`src/rtl/seq_alu.sv`:
```
// Registered ALU: legacy single-cycle ops plus SLL/SRA/SLTU and iterative
// unsigned multiply/divide behind a start/ready/done handshake.
module seq_alu #(
  parameter int WIDTH = 32
) (
  input  logic             clk,
  input  logic             rst_n,
  input  logic             start,
  input  logic [3:0]       op,
  input  logic [WIDTH-1:0] a,
  input  logic [WIDTH-1:0] b,
  output logic             ready,
  output logic             done,
  output logic [WIDTH-1:0] res,
  output logic [WIDTH-1:0] res_hi,
  output logic             zero,
  output logic             overflow,
  output logic             div_by_zero
);

  localparam int SH = $clog2(WIDTH);
  localparam logic [SH-1:0] CNT_LAST = SH'(WIDTH - 1);
  localparam logic [SH-1:0] CNT_ONE  = SH'(1);

  typedef enum logic [3:0] {
    OP_AND  = 4'h0, OP_OR   = 4'h1, OP_ADD  = 4'h2, OP_XOR  = 4'h3,
    OP_NOR  = 4'h4, OP_SRL  = 4'h5, OP_SUB  = 4'h6, OP_SLT  = 4'h7,
    OP_SLL  = 4'h8, OP_SRA  = 4'h9, OP_SLTU = 4'hA, OP_MULU = 4'hB,
    OP_DIVU = 4'hC
  } op_e;

  typedef enum logic {IDLE, ITER} state_e;

  state_e           state;
  logic [SH-1:0]    cnt;
  logic             is_div;
  logic [WIDTH-1:0] op_b;
  logic [WIDTH-1:0] acc_hi;
  logic [WIDTH-1:0] acc_lo;

  logic [SH-1:0]    sh;
  logic [WIDTH-1:0] add_r, sub_r;
  logic [WIDTH-1:0] sc_res, sc_hi;
  logic             sc_ovf, sc_dbz;
  logic             go_iter;

  assign sh      = b[SH-1:0];
  assign add_r   = a + b;
  assign sub_r   = a - b;
  assign ready   = (state == IDLE);
  assign go_iter = (op == OP_MULU) || ((op == OP_DIVU) && (b != '0));

  // NOTE: every output of a combinational block gets a default first so no
  // path through the case leaves it unassigned (which would infer a latch).
  always_comb begin
    sc_res = '0;
    sc_hi  = '0;
    sc_ovf = 1'b0;
    sc_dbz = 1'b0;
    case (op_e'(op))
      OP_AND:  sc_res = a & b;
      OP_OR:   sc_res = a | b;
      OP_ADD: begin
        sc_res = add_r;
        sc_ovf = (a[WIDTH-1] == b[WIDTH-1]) && (add_r[WIDTH-1] != a[WIDTH-1]);
      end
      OP_XOR:  sc_res = a ^ b;
      OP_NOR:  sc_res = ~(a | b);
      OP_SRL:  sc_res = a >> sh;
      OP_SUB: begin
        sc_res = sub_r;
        sc_ovf = (a[WIDTH-1] != b[WIDTH-1]) && (sub_r[WIDTH-1] != a[WIDTH-1]);
      end
      OP_SLT:  sc_res = {{(WIDTH-1){1'b0}}, $signed(a) < $signed(b)};
      OP_SLL:  sc_res = a << sh;
      OP_SRA:  sc_res = $signed(a) >>> sh;
      OP_SLTU: sc_res = {{(WIDTH-1){1'b0}}, a < b};
      OP_DIVU: begin
        // Only the b==0 case finishes in one cycle.
        sc_res = '1;
        sc_hi  = a;
        sc_dbz = 1'b1;
      end
      default: ;
    endcase
  end

  // One iteration step. MULU: {acc_hi,acc_lo} holds {partial product,
  // remaining multiplier bits}. DIVU: acc_hi is the partial remainder and
  // acc_lo shifts dividend bits out while quotient bits shift in.
  logic [WIDTH:0]   mul_sum, div_shift, div_diff;
  logic             div_ge;
  logic [WIDTH-1:0] hi_n, lo_n;

  always_comb begin
    mul_sum   = {1'b0, acc_hi} + (acc_lo[0] ? {1'b0, op_b} : '0);
    div_shift = {acc_hi, acc_lo[WIDTH-1]};
    div_diff  = div_shift - {1'b0, op_b};
    div_ge    = ~div_diff[WIDTH];
    if (is_div) begin
      hi_n = div_ge ? div_diff[WIDTH-1:0] : div_shift[WIDTH-1:0];
      lo_n = {acc_lo[WIDTH-2:0], div_ge};
    end else begin
      hi_n = mul_sum[WIDTH:1];
      lo_n = {mul_sum[0], acc_lo[WIDTH-1:1]};
    end
  end

  // NOTE: all state here is updated with non-blocking assignments so every
  // register samples pre-edge values regardless of statement order.
  always_ff @(posedge clk or negedge rst_n) begin
    if (!rst_n) begin
      state       <= IDLE;
      cnt         <= '0;
      is_div      <= 1'b0;
      op_b        <= '0;
      acc_hi      <= '0;
      acc_lo      <= '0;
      done        <= 1'b0;
      res         <= '0;
      res_hi      <= '0;
      zero        <= 1'b0;
      overflow    <= 1'b0;
      div_by_zero <= 1'b0;
    end else begin
      done <= 1'b0;
      case (state)
        IDLE: begin
          if (start) begin
            if (go_iter) begin
              is_div <= (op == OP_DIVU);
              op_b   <= b;
              acc_hi <= '0;
              acc_lo <= a;
              cnt    <= CNT_LAST;
              state  <= ITER;
            end else begin
              res         <= sc_res;
              res_hi      <= sc_hi;
              zero        <= (sc_res == '0);
              overflow    <= sc_ovf;
              div_by_zero <= sc_dbz;
              done        <= 1'b1;
            end
          end
        end
        ITER: begin
          acc_hi <= hi_n;
          acc_lo <= lo_n;
          cnt    <= cnt - CNT_ONE;
          if (cnt == '0) begin
            res         <= lo_n;
            res_hi      <= hi_n;
            zero        <= (lo_n == '0);
            overflow    <= !is_div && (hi_n != '0);
            div_by_zero <= 1'b0;
            done        <= 1'b1;
            state       <= IDLE;
          end
        end
        default: state <= IDLE;
      endcase
    end
  end

endmodule

```
`config.mk`:
```
export PLATFORM = sky130hd
export DESIGN_NAME = seq_alu
export DESIGN_NICKNAME = d
export VERILOG_FILES = /design/src/rtl/seq_alu.sv
export SDC_FILE = /design/constraint.sdc
export NUM_CORES = 1
export LEC_CHECK = 0
export ABC_CLOCK_PERIOD_IN_PS = 13300
export CELL_PAD_IN_SITES_DETAIL_PLACEMENT = 1
export CELL_PAD_IN_SITES_GLOBAL_PLACEMENT = 2
export CORE_MARGIN = 2
export CORE_UTILIZATION = 40
export CTS_BUF_LIST = sky130_fd_sc_hd__clkbuf_4 sky130_fd_sc_hd__clkbuf_8
export CTS_CLUSTER_SIZE = 28
export DETAILED_ROUTE_END_ITERATION = 8
export GPL_ROUTABILITY_DRIVEN = 1
export GPL_TIMING_DRIVEN = 0
export PLACE_DENSITY = 0.95
export SYNTH_ARGS = -nofsm -noshare
export SYNTH_HDL_FRONTEND = slang
export SYNTH_SLANG_ARGS = --single-unit
```
`constraint.sdc`:
```
create_clock -name clk -period 13.3 [get_ports clk]
set_input_delay 1.995 -clock clk [delete_from_list [all_inputs] [get_ports clk]]
set_output_delay 1.995 -clock clk [all_outputs]
set_load 0.05 [all_outputs]
```
Yosys cells after proc, flatten, opt, wreduce, memory -nomap -nowiden

Index checks and enable logic that the tools add are counted.

Output and inout bits: 69
Register bits: 171
Input port bits: 71

Equality and inequality tests: 20
Muxes and demuxes: 45
Shift operators: 3
Bitwise gates (word level): 6
$lt $le $gt $ge: 2
$add $sub $neg: 5
Reduce and logical (&&, ||, !) cells: 15

Operator list:

| cell               | number |
|---|---|
| $mux 32            | 15 |
| $pmux 32 s12       | 1 |
| $pmux 32 s2        | 4 |
| $logic_not 32->1   | 2 |
| $lt 32x32->1       | 2 |
| $reduce_bool 32->1 | 2 |
| $add 32x32->33     | 1 |
| $sub 33x32->33     | 1 |
| $add 32x32->32     | 1 |
| $and 32x32->32     | 1 |
| $not 32->32        | 1 |
| $or 32x32->32      | 1 |
| $shl 32x5->32      | 1 |
| $shr 32x5->32      | 1 |
| $sshr 32x5->32     | 1 |
| $sub 32x32->32     | 1 |
| $xor 32x32->32     | 1 |
| $eq 4x4->1 const B | 5 |
| $eq 4x3->1 const B | 4 |
| $mux 1             | 16 |
| $pmux 1 s2         | 6 |
| $mux 5             | 2 |
| $pmux 5 s2         | 1 |
| $eq 4x2->1 const B | 2 |
| other kinds (14)   | 23 |

Longest topological paths before layout

Gate-level depths: netlist of the first run.

Word-level depth: 7
Mapped depth: 20

Least setup slack after synthesis of the first run

No wires, ideal clock.

Path type: input port to flip-flop
From: input port b[2]
To: register zero
Data required time: 13224 ps
Stages on the path: 18
Buffers on the path: 5
Data arrival time: 6518 ps
Path slack: 6706 ps
Cell sequence: clkbuf_1 -> inv_1 -> buf_2 -> clkbuf_1 -> buf_1 -> ha_1 -> buf_2 -> o211ai_1 -> o211a_2 -> a2bb2oi_1 -> nand2_1 -> a221o_1 -> a2111oi_0 -> and4_1 -> nand4_1 -> or4_1 -> or4_1 -> o21ai_1

Word-level cells in the longest chain between the ends: 7
Elaborated cells on any way between the ends: 21

RTL lines:

| item                                                   | line | source |
|---|---|---|
| start: declaration                                     | 11   | `input logic [WIDTH-1:0] b,` |
| branches (longest 7 deep; another with $sub 32x32->32) | -    |  |
| end signal: assignment                                 | 140  | `zero <= (sc_res == '0);` |
| end signal: assignment                                 | 154  | `zero <= (lo_n == '0);` |
| end: declaration                                       | 16   | `output logic zero,` |

Several ways; the timed one is not identified. The select of a mux whose other input is x is not followed.
A chain may end at the register's enable or synchronous reset.

Worst setup path in the final report of the first run

Same ends and word-level chain as after synthesis.

==> parameters.txt, run 1 <==
Parameter                              Value

Synthesis
  Register bit total from synthesis    171
  Count of flip-flops with a built-in enable after synthesis    0
  Portion of the post-synthesis area used by sequential elements    0.196
  Mapped Nets    3,180
  Ys async rst share    1.00
  Post-synthesis area per instance    approximately 7.4 um2
  Synthesized area    21,800 um2
  Count of different cell masters after synthesis    100
  Leading register cell type out of synthesis    sky130_fd_sc_hd__dfrtp_1
  Mapped Cells    2,939
  Count of synthesis-stage warnings from yosys    0

Placement
  Placed Cells    3,775
  Count of port buffers added during placement    136
  Cell area reported after detailed placement    24,100 um2
  Worst slack at placement    3.68 ns
  HPWL after detailed placement    107,000 um
  Global placer's final weighted congestion    1.11

Pwr
  Largest voltage drop on the vdd net    roughly 0.00014 V
  Static leakage    10.3 nW
  Total design power    6.15 mW
  Ratio of total power to cell area    250 nW/um2

Timing
  Fmax achieved    102 MHz
  Final critical-path required period    9.83 ns
  Worst-Margin Slew    1.63 ns
  Worst hold slack after final layout    0.493 ns
  Number of max-slew violations in the final report    4
  Count of final hold-check violations    0
  Post-Route Setup TNS    0 ns
  Count of endpoints failing setup in the final report    0
  Clock skew after layout    0.0263 ns
  Final period utilization    0.739
  Crit path setup slack, layout    3.47 ns
  Unrepaired setup endpoints after global routing    false
  Max transition margin    -0.0982

Critical path
  Crit path max fanout    11
  Classification of the worst setup path    primary input to flip-flop
  Critical path, cell by cell    clkdlybuf4s50_1 > clkbuf_1 > inv_1 > buf_2 > clkbuf_1 > buf_1 > ha_1 > buf_2 > o211ai_1 > o211a_2 > a2bb2oi_1 > nand2_1 > a221o_1 > a2111oi_0 > and4_1 > nand4_1 > or4_1 > or4_1 > o21ai_1
  Slowest cell on the critical path    sky130_fd_sc_hd__a2111oi_0
  Endpoint type of the worst setup path    flip-flop
  Arrival time worst endpoint    just over 10 ns
  Largest stage delay, worst path    1.27 ns
  Required time worst endpoint    13.75 ns
  Kind of start point of the critical path    primary input
  R2R setup slack    a little under 7 ns

CTS
  Num CTS Buffers    17
  Setup fix buffers added after clock tree synthesis    0
  Number of gates given a new drive strength after cts    0
  Clock transition at the registers of the reported paths    between 0.1 and 0.15 ns
  # hold bufs at CTS    0
  Clock tree from TritonCTS    yes
  Clock tree root driver cell    sky130_fd_sc_hd__clkbuf_8
  Skew-Pair Late Insertion Delay    0.53 ns
  Buffer levels on the longest clock path    2
  TritonCTS Sinks    171
  Max H-tree Level    4

Drt
  Detail Route Antenna Nets    0
  WL final    134,000 um
  Per-cell routed wire length    35.2 um
  Number of detailed-routing iterations run before antenna repair    6
  Via count    ~27k
  DRC errors left    0
  1st-iter DRT viols    3,349
  Average via count per standard cell    6.97

Floorplan
  Starting density of the core    0.405
  Number of top-level design ports    140
  Core footprint    53,900 um2
  Die W    238 um
  Die height    238 um
  FP Rows    85
  Area of the die    56,500 um2

Finish
  Post-route insts no fill    3,812
  Fillers    6,838
  Proportion of layout cells with a drive suffix above 1    0.0598
  Area growth syn-to-layout    12.4%
  Multi-input gate area in the final layout    16,100 um2
  Storage element area    4280 um2
  Layout net count    around 3.3k
  Final core utilization    0.455
  Non-Filler Cell Area, Final    24,500 um2

Status
  Status    finished with violations
  Violations in the final reports    capacitance limit, slew limit

Global route
  Total global routing track utilization    0.466
  First-pass GRT wire length    191,000 um
  Total grt overflow    0
  Pin count of the biggest net entering global routing    90
  Vias in the first global route    roughly 27k
  Antenna violations before repair    4

Hold path
  Hold crit path type    flip-flop to flip-flop

Job
  Max-cap check violation count    2
## flip-flops by register name (all words and copies together), names as in the netlist, 5 cells and up
signal / cells
res: 32
res_hi: 32
cnt: 5
op_b: 32
acc_hi: 32
acc_lo: 32
## cells in the final DEF, fill, tap and decap left out, drive strengths merged, types with 17 or more instances in the layout
cell           Yosys  layout
a22o              23      23
nand2b            18      18
a21oi            262     262
nand2            323     323
or4               17      17
dfrtp            171     171
nand3             59      59
a22oi             21      21
a221oi            30      30
mux2i             92      92
xnor2             43      43
nor2             328     328
o31ai             25      25
clkdlybuf4s50      0     135
xor2              20      20
o22ai             25      25
o21a              17      17
nor4              30      30
nor2b             25      25
a211oi            51      51
a21boi            33      33
a21o              61      61
o21ai            185     185
inv              153     158
clkbuf           145     164
nor3              60      60
a31oi             37      37
mux2              40      40
ha               166     166
mux4              28      28
buf               65      70
and2              50      50
o21bai            19      19
nand4             39      39
o211ai            37      37
## Yosys cell counts, types with 17 or more instances
library cell               number  area share
sky130_fd_sc_hd__nand2_1      323       0.056
sky130_fd_sc_hd__a22oi_1       21      0.0072
sky130_fd_sc_hd__dfrtp_1      171        0.20
sky130_fd_sc_hd__o21bai_1      19      0.0065
sky130_fd_sc_hd__nand4_1       39       0.011
sky130_fd_sc_hd__o21a_1        17      0.0058
sky130_fd_sc_hd__nand2b_1      18      0.0052
sky130_fd_sc_hd__clkbuf_1     145       0.025
sky130_fd_sc_hd__nor2_1       328       0.056
sky130_fd_sc_hd__a211oi_1      50       0.017
sky130_fd_sc_hd__o31ai_1       25      0.0086
sky130_fd_sc_hd__a22o_1        23      0.0092
sky130_fd_sc_hd__mux2_2        35       0.018
sky130_fd_sc_hd__mux2i_1       90       0.041
sky130_fd_sc_hd__a21boi_0      33       0.011
sky130_fd_sc_hd__a31oi_1       37       0.011
sky130_fd_sc_hd__o211ai_1      36       0.012
sky130_fd_sc_hd__inv_1        152       0.026
sky130_fd_sc_hd__xnor2_1       43       0.017
sky130_fd_sc_hd__xor2_1        20      0.0080
sky130_fd_sc_hd__nor4_1        30      0.0086
sky130_fd_sc_hd__buf_1         23      0.0040
sky130_fd_sc_hd__a21o_1        61       0.021
sky130_fd_sc_hd__ha_1         166       0.095
sky130_fd_sc_hd__a221oi_1      28       0.011
sky130_fd_sc_hd__and2_1        50       0.014
sky130_fd_sc_hd__nor2b_1       25      0.0072
sky130_fd_sc_hd__buf_2         34      0.0078
sky130_fd_sc_hd__o22ai_1       25      0.0072
sky130_fd_sc_hd__mux4_2        27       0.028
sky130_fd_sc_hd__nor3_1        59       0.014
sky130_fd_sc_hd__a21oi_1      262       0.060
sky130_fd_sc_hd__o21ai_0      178       0.041
sky130_fd_sc_hd__nand3_1       59       0.014
## worst max-delay path: cells and delay by family
kind,cells,cell delay [ns]
AOI/OAI and AO/OA,6,2.94
adders and majority gates,1,0.40
buffers and inverters,7,3.11
and+or+nand+nor,5,1.82
## area by class of cell
cell class,count,area share
clock inverters,13,0.00530
repair buffers,140,0.0577
well taps,696,0.0355
inverters,156,0.0239
diodes,5,0.000510
multi-input cells,2402,0.656
clock buffers,19,0.0104
plain buffers,210,0.0361
flip-flops and latches,171,0.174
## path summary, 6_finish.rpt
check / start / cells after the start / endpoint
hold reg to reg: cnt[0] / 1 / cnt[0]
setup reg to reg: acc_lo[0] / 17 / overflow
setup / recovery: b[2] / 19 / zero
hold / removal: cnt[0] / 1 / cnt[0]
max in group asynchronous: rst_n / 2 / res_hi[6]
min in group asynchronous: rst_n / 1 / op_b[26]
## metal layers
metal | GRT usage | vias up | routed length, um
met5 | 0 | - | 0
met4 | 0.345 | 0 | 11600
met3 | 0.106 | 477 | 13700
met2 | 0.705 | 1731 | 57100
met1 | 0.580 | 13300 | 51600
li1 | - | 11100 | -
## power breakdown
group,internal (mW),switching [mW]
Combinational,1.57,3.14
Sequential,0.779,0.268
Clock,0.144,0.240
## cell families (layout without fill, tap and decap cells)
| logic type | Yosys count | in the layout | synth area share |
|---|---|---|---|
| multiplexers | 160 | 160 | 0.0925 |
| adder cells (fa/ha/maj) | 170 | 170 | 0.0988 |
| AND/OR/NAND/NOR | 1023 | 1023 | 0.218 |
| other | 0 | 5 | 0 |
| XOR/XNOR | 63 | 63 | 0.0253 |
| AO/OA/AOI/OAI | 986 | 986 | 0.302 |
| buffers and inverters | 366 | 538 | 0.0674 |
| flip-flops | 171 | 171 | 0.196 |
No activity file was read; power rests on OpenSTA's default activity.
==> run 2, diff against run 1 <==
==> config.mk (replaced) <==
export PLATFORM = sky130hd
export DESIGN_NAME = seq_alu
export DESIGN_NICKNAME = d
export VERILOG_FILES = /design/src/rtl/seq_alu.sv
export SDC_FILE = /design/constraint.sdc
export NUM_CORES = 1
export LEC_CHECK = 0
export ABC_CLOCK_PERIOD_IN_PS = 8360
export CELL_PAD_IN_SITES_DETAIL_PLACEMENT = 1
export CELL_PAD_IN_SITES_GLOBAL_PLACEMENT = 2
export CORE_MARGIN = 2
export CORE_UTILIZATION = 33
export CTS_BUF_LIST = sky130_fd_sc_hd__clkbuf_4 sky130_fd_sc_hd__clkbuf_8
export CTS_CLUSTER_SIZE = 28
export DETAILED_ROUTE_END_ITERATION = 8
export GPL_ROUTABILITY_DRIVEN = 1
export GPL_TIMING_DRIVEN = 0
export PLACE_DENSITY = 0.9
export SYNTH_ARGS = -nofsm -noshare
export SYNTH_HDL_FRONTEND = slang
export SYNTH_SLANG_ARGS = --single-unit
==> constraint.sdc (replaced) <==
create_clock -name clk -period 8.36 [get_ports clk]
set_input_delay 1.254 -clock clk [delete_from_list [all_inputs] [get_ports clk]]
set_output_delay 1.254 -clock clk [all_outputs]
set_load 0.05 [all_outputs]
==> run 2 against run 1 <==
The run now ends clean. Worst hold slack lost 0.0068 ns. Power grew 57%. Clock power grew 73%. Critical path type unchanged. Critical endpoint unchanged.
==> parameters.txt, run 2 (same netlist as run 1, synthesis figures left out) <==
Parameter                              Value

Global route
  Vias in the first global route    25.7k (was 26.8k)
  Most crowded layer after global routing    met2 (unchanged)
  Met2 GRT Util    0.573 (was 0.705)
  Grt met3 use    0.0572 (was 0.106)
  Total grt overflow    0 (unchanged)
  Total global routing track utilization    0.374 (was 0.466)
  Fraction of met1 tracks used by global routing    0.486 (was 0.580)
  Antenna violations before repair    3 (was 4)
  First-pass GRT wire length    185,000 um (was 191,000 um)
  Pin count of the biggest net entering global routing    64 (was 90)

Critical path
  Arrival time worst endpoint    8.45 ns (was 10.28 ns)
  Slowest cell on the critical path    sky130_fd_sc_hd__a2111oi_0 (unchanged)
  Endpoint type of the worst setup path    flip-flop (unchanged)
  Classification of the worst setup path    primary input to flip-flop (unchanged)
  Kind of start point of the critical path    primary input (unchanged)
  Crit path max fanout    11 (unchanged)
  Required time worst endpoint    8.84 ns (was 13.75 ns)
  Largest stage delay, worst path    0.93 ns (was 1.27 ns)
  Critical path, cell by cell    clkdlybuf4s50_1 > clkbuf_1 > inv_1 > buf_2 > clkbuf_1 > buf_1 > ha_1 > buf_2 > nand2b_1 > o211ai_1 > a211oi_1 > nor2_1 > o21ba_1 > a221o_1 > a2111oi_0 > and4_1 > nand4_1 > or4_1 > or4_1 > o21ai_1 (was clkdlybuf4s50_1 > clkbuf_1 > inv_1 > buf_2 > clkbuf_1 > buf_1 > ha_1 > buf_2 > o211ai_1 > o211a_2 > a2bb2oi_1 > nand2_1 > a221o_1 > a2111oi_0 > and4_1 > nand4_1 > or4_1 > or4_1 > o21ai_1)

Finish
  Non-Filler Cell Area, Final    24,800 um2 (was 24,500 um2)
  Fillers    8,223 (was 6,838)
  Proportion of layout cells with a drive suffix above 1    0.0598 (unchanged)
  Layout net count    3,339 (unchanged)
  Leading cell type in the layout, fill and taps excluded    sky130_fd_sc_hd__nor2_1 (unchanged)
  Area growth syn-to-layout    13.7% (was 12.4%)
  Most used cells in the layout excluding fill and tap cells    sky130_fd_sc_hd__nor2_1, sky130_fd_sc_hd__nand2_1, sky130_fd_sc_hd__a21oi_1 (unchanged)
  Post-route insts no fill    3,976 (was 3,812)

Pwr
  Static leakage    10.4 nW (was 10.3 nW)
  Ratio of total power to cell area    389 nW/um2 (was 250 nW/um2)
  Largest voltage drop on the vdd net    0.000158 V (was 0.000142 V)

Floorplan
  Die height    261 um (was 238 um)
  Number of top-level design ports    140 (unchanged)
  Area of the die    68,300 um2 (was 56,500 um2)
  Starting density of the core    0.333 (was 0.405)
  FP Rows    94 (was 85)
  Die W    261 um (was 238 um)
  Core footprint    65,600 um2 (was 53,900 um2)

Placement
  Placed Cells    3,943 (was 3,775)
  Count of port buffers added during placement    136 (unchanged)
  Global placer's final weighted congestion    1.02 (was 1.11)
  Cell area reported after detailed placement    24,400 um2 (was 24,100 um2)
  HPWL after detailed placement    103,000 um (was 107,000 um)

Drt
  Detail Route Antenna Nets    0 (unchanged)
  WL final    130,000 um (was 134,000 um)
  Average via count per standard cell    6.53 (was 6.97)
  Via count    26.0k (was 26.6k)
  1st-iter DRT viols    3,251 (was 3,349)
  Number of detailed-routing iterations run before antenna repair    8 (was 6)
  DRC errors left    0 (unchanged)
  Per-cell routed wire length    32.7 um (was 35.2 um)

Timing
  Count of final hold-check violations    0 (unchanged)
  Final critical-path required period    7.97 ns
  Unrepaired setup endpoints after global routing    false (unchanged)
  Count of endpoints failing setup in the final report    0 (unchanged)
  Final period utilization    0.953
  Clock skew after layout    0.0298 ns (was 0.0263 ns)
  Max transition margin    0.0534 (was -0.0982)
  Worst-Margin Slew    1.40 ns (was 1.63 ns)
  Number of max-slew violations in the final report    0 (was 4)
  Fmax achieved    126 MHz

CTS
  Setup fix buffers added after clock tree synthesis    0 (unchanged)
  Skew-Pair Late Insertion Delay    0.54 ns (was 0.53 ns)
  Max H-tree Level    4 (unchanged)
  Clock transition at the registers of the reported paths    0.14 ns (was 0.11 ns)
  # hold bufs at CTS    0 (unchanged)
  Num CTS Buffers    17 (unchanged)
  Clock tree root driver cell    sky130_fd_sc_hd__clkbuf_8 (unchanged)
  TritonCTS Sinks    171 (unchanged)
  Buffer levels on the longest clock path    2 (unchanged)
  Number of gates given a new drive strength after cts    0 (unchanged)
  Clock tree from TritonCTS    yes (unchanged)

Status
  Status    finished, final reports clean (was finished with violations)

Hold path
  Hold crit path type    flip-flop to flip-flop (unchanged)

Job
  Max-cap check violation count    0 (was 2)
-- run 2: cell count changes in the layout (fill, tap and decap cells not counted), sizes merged --
cell,change
clkinv,+4
clkbuf,-2
diode,-4
clkinvlp,-2
-- run 2: final timing paths --
| check | slack (ns) | from | end | depth (start not counted) |
|---|---|---|---|---|
| worst max-delay path | 0.39 | b[2] | zero | 20 |
| min in group asynchronous | 0.62 | rst_n | op_b[7] | 1 |
| worst max register to register | 2.13 | acc_lo[0] | overflow | 17 |
| max in group asynchronous | 6.71 | rst_n | op_b[28] | 3 |
| worst min register to register | 0.49 | cnt[0] | cnt[0] | 1 |
| worst min-delay path | 0.49 | cnt[0] | cnt[0] | 1 |
-- run 2: cell type report --
cell class / count / area [um2] / share of cell area
Multi-Input combinational cell: 2402 / 16100 / 0.649
Inverter: 156 / 586 / 0.0236
Timing Repair Buffer: 140 / 1440 / 0.0578
Tap cell: 864 / 1080 / 0.0435
Buffer: 210 / 887 / 0.0357
Clock buffer: 17 / 234 / 0.00942
Antenna cell: 1 / 2.50 / 0.000101
Clock inverter: 15 / 213 / 0.00857
Sequential cell: 171 / 4280 / 0.172
-- run 2: per-stage QoR --
stage          setup TNS, ns  hold slack, ns  setup WS [ns]   util  power, mW
2_1_floorplan              0           0.442           2.51      -       6.29
3_3_place_gp         -281.49           0.457          -1.67  0.370       8.66
3_5_place_dp               0           0.469         0.0230  0.372       8.76
4_1_cts                    0           0.484          0.578  0.378       9.48
5_1_grt                    0           0.501          0.179  0.378       10.2
6_report                   0           0.486          0.395  0.378       9.67
-- run 2: worst max-delay path, delay by kind of cell --
family,cells,cell delay (ns)
AO/OA/AOI/OAI,6,2.45
buffers and inverters,7,2.54
adder cells (fa/ha/maj),1,0.36
AND/OR/NAND/NOR,6,1.81
-- run 2: routing by layer --
metal  part of all wire  wire length, um
met1               0.40            52300
met4              0.079            10300
met3              0.086            11200
met5            0.00023               30
met2               0.43            56100
-- run 2: where the power goes --
group	switching [mW]	internal, mW	total, mW
logic	4.84	2.50	7.34
registers	0.423	1.24	1.66
clock network	0.428	0.238	0.666
total	5.69	3.98	9.67
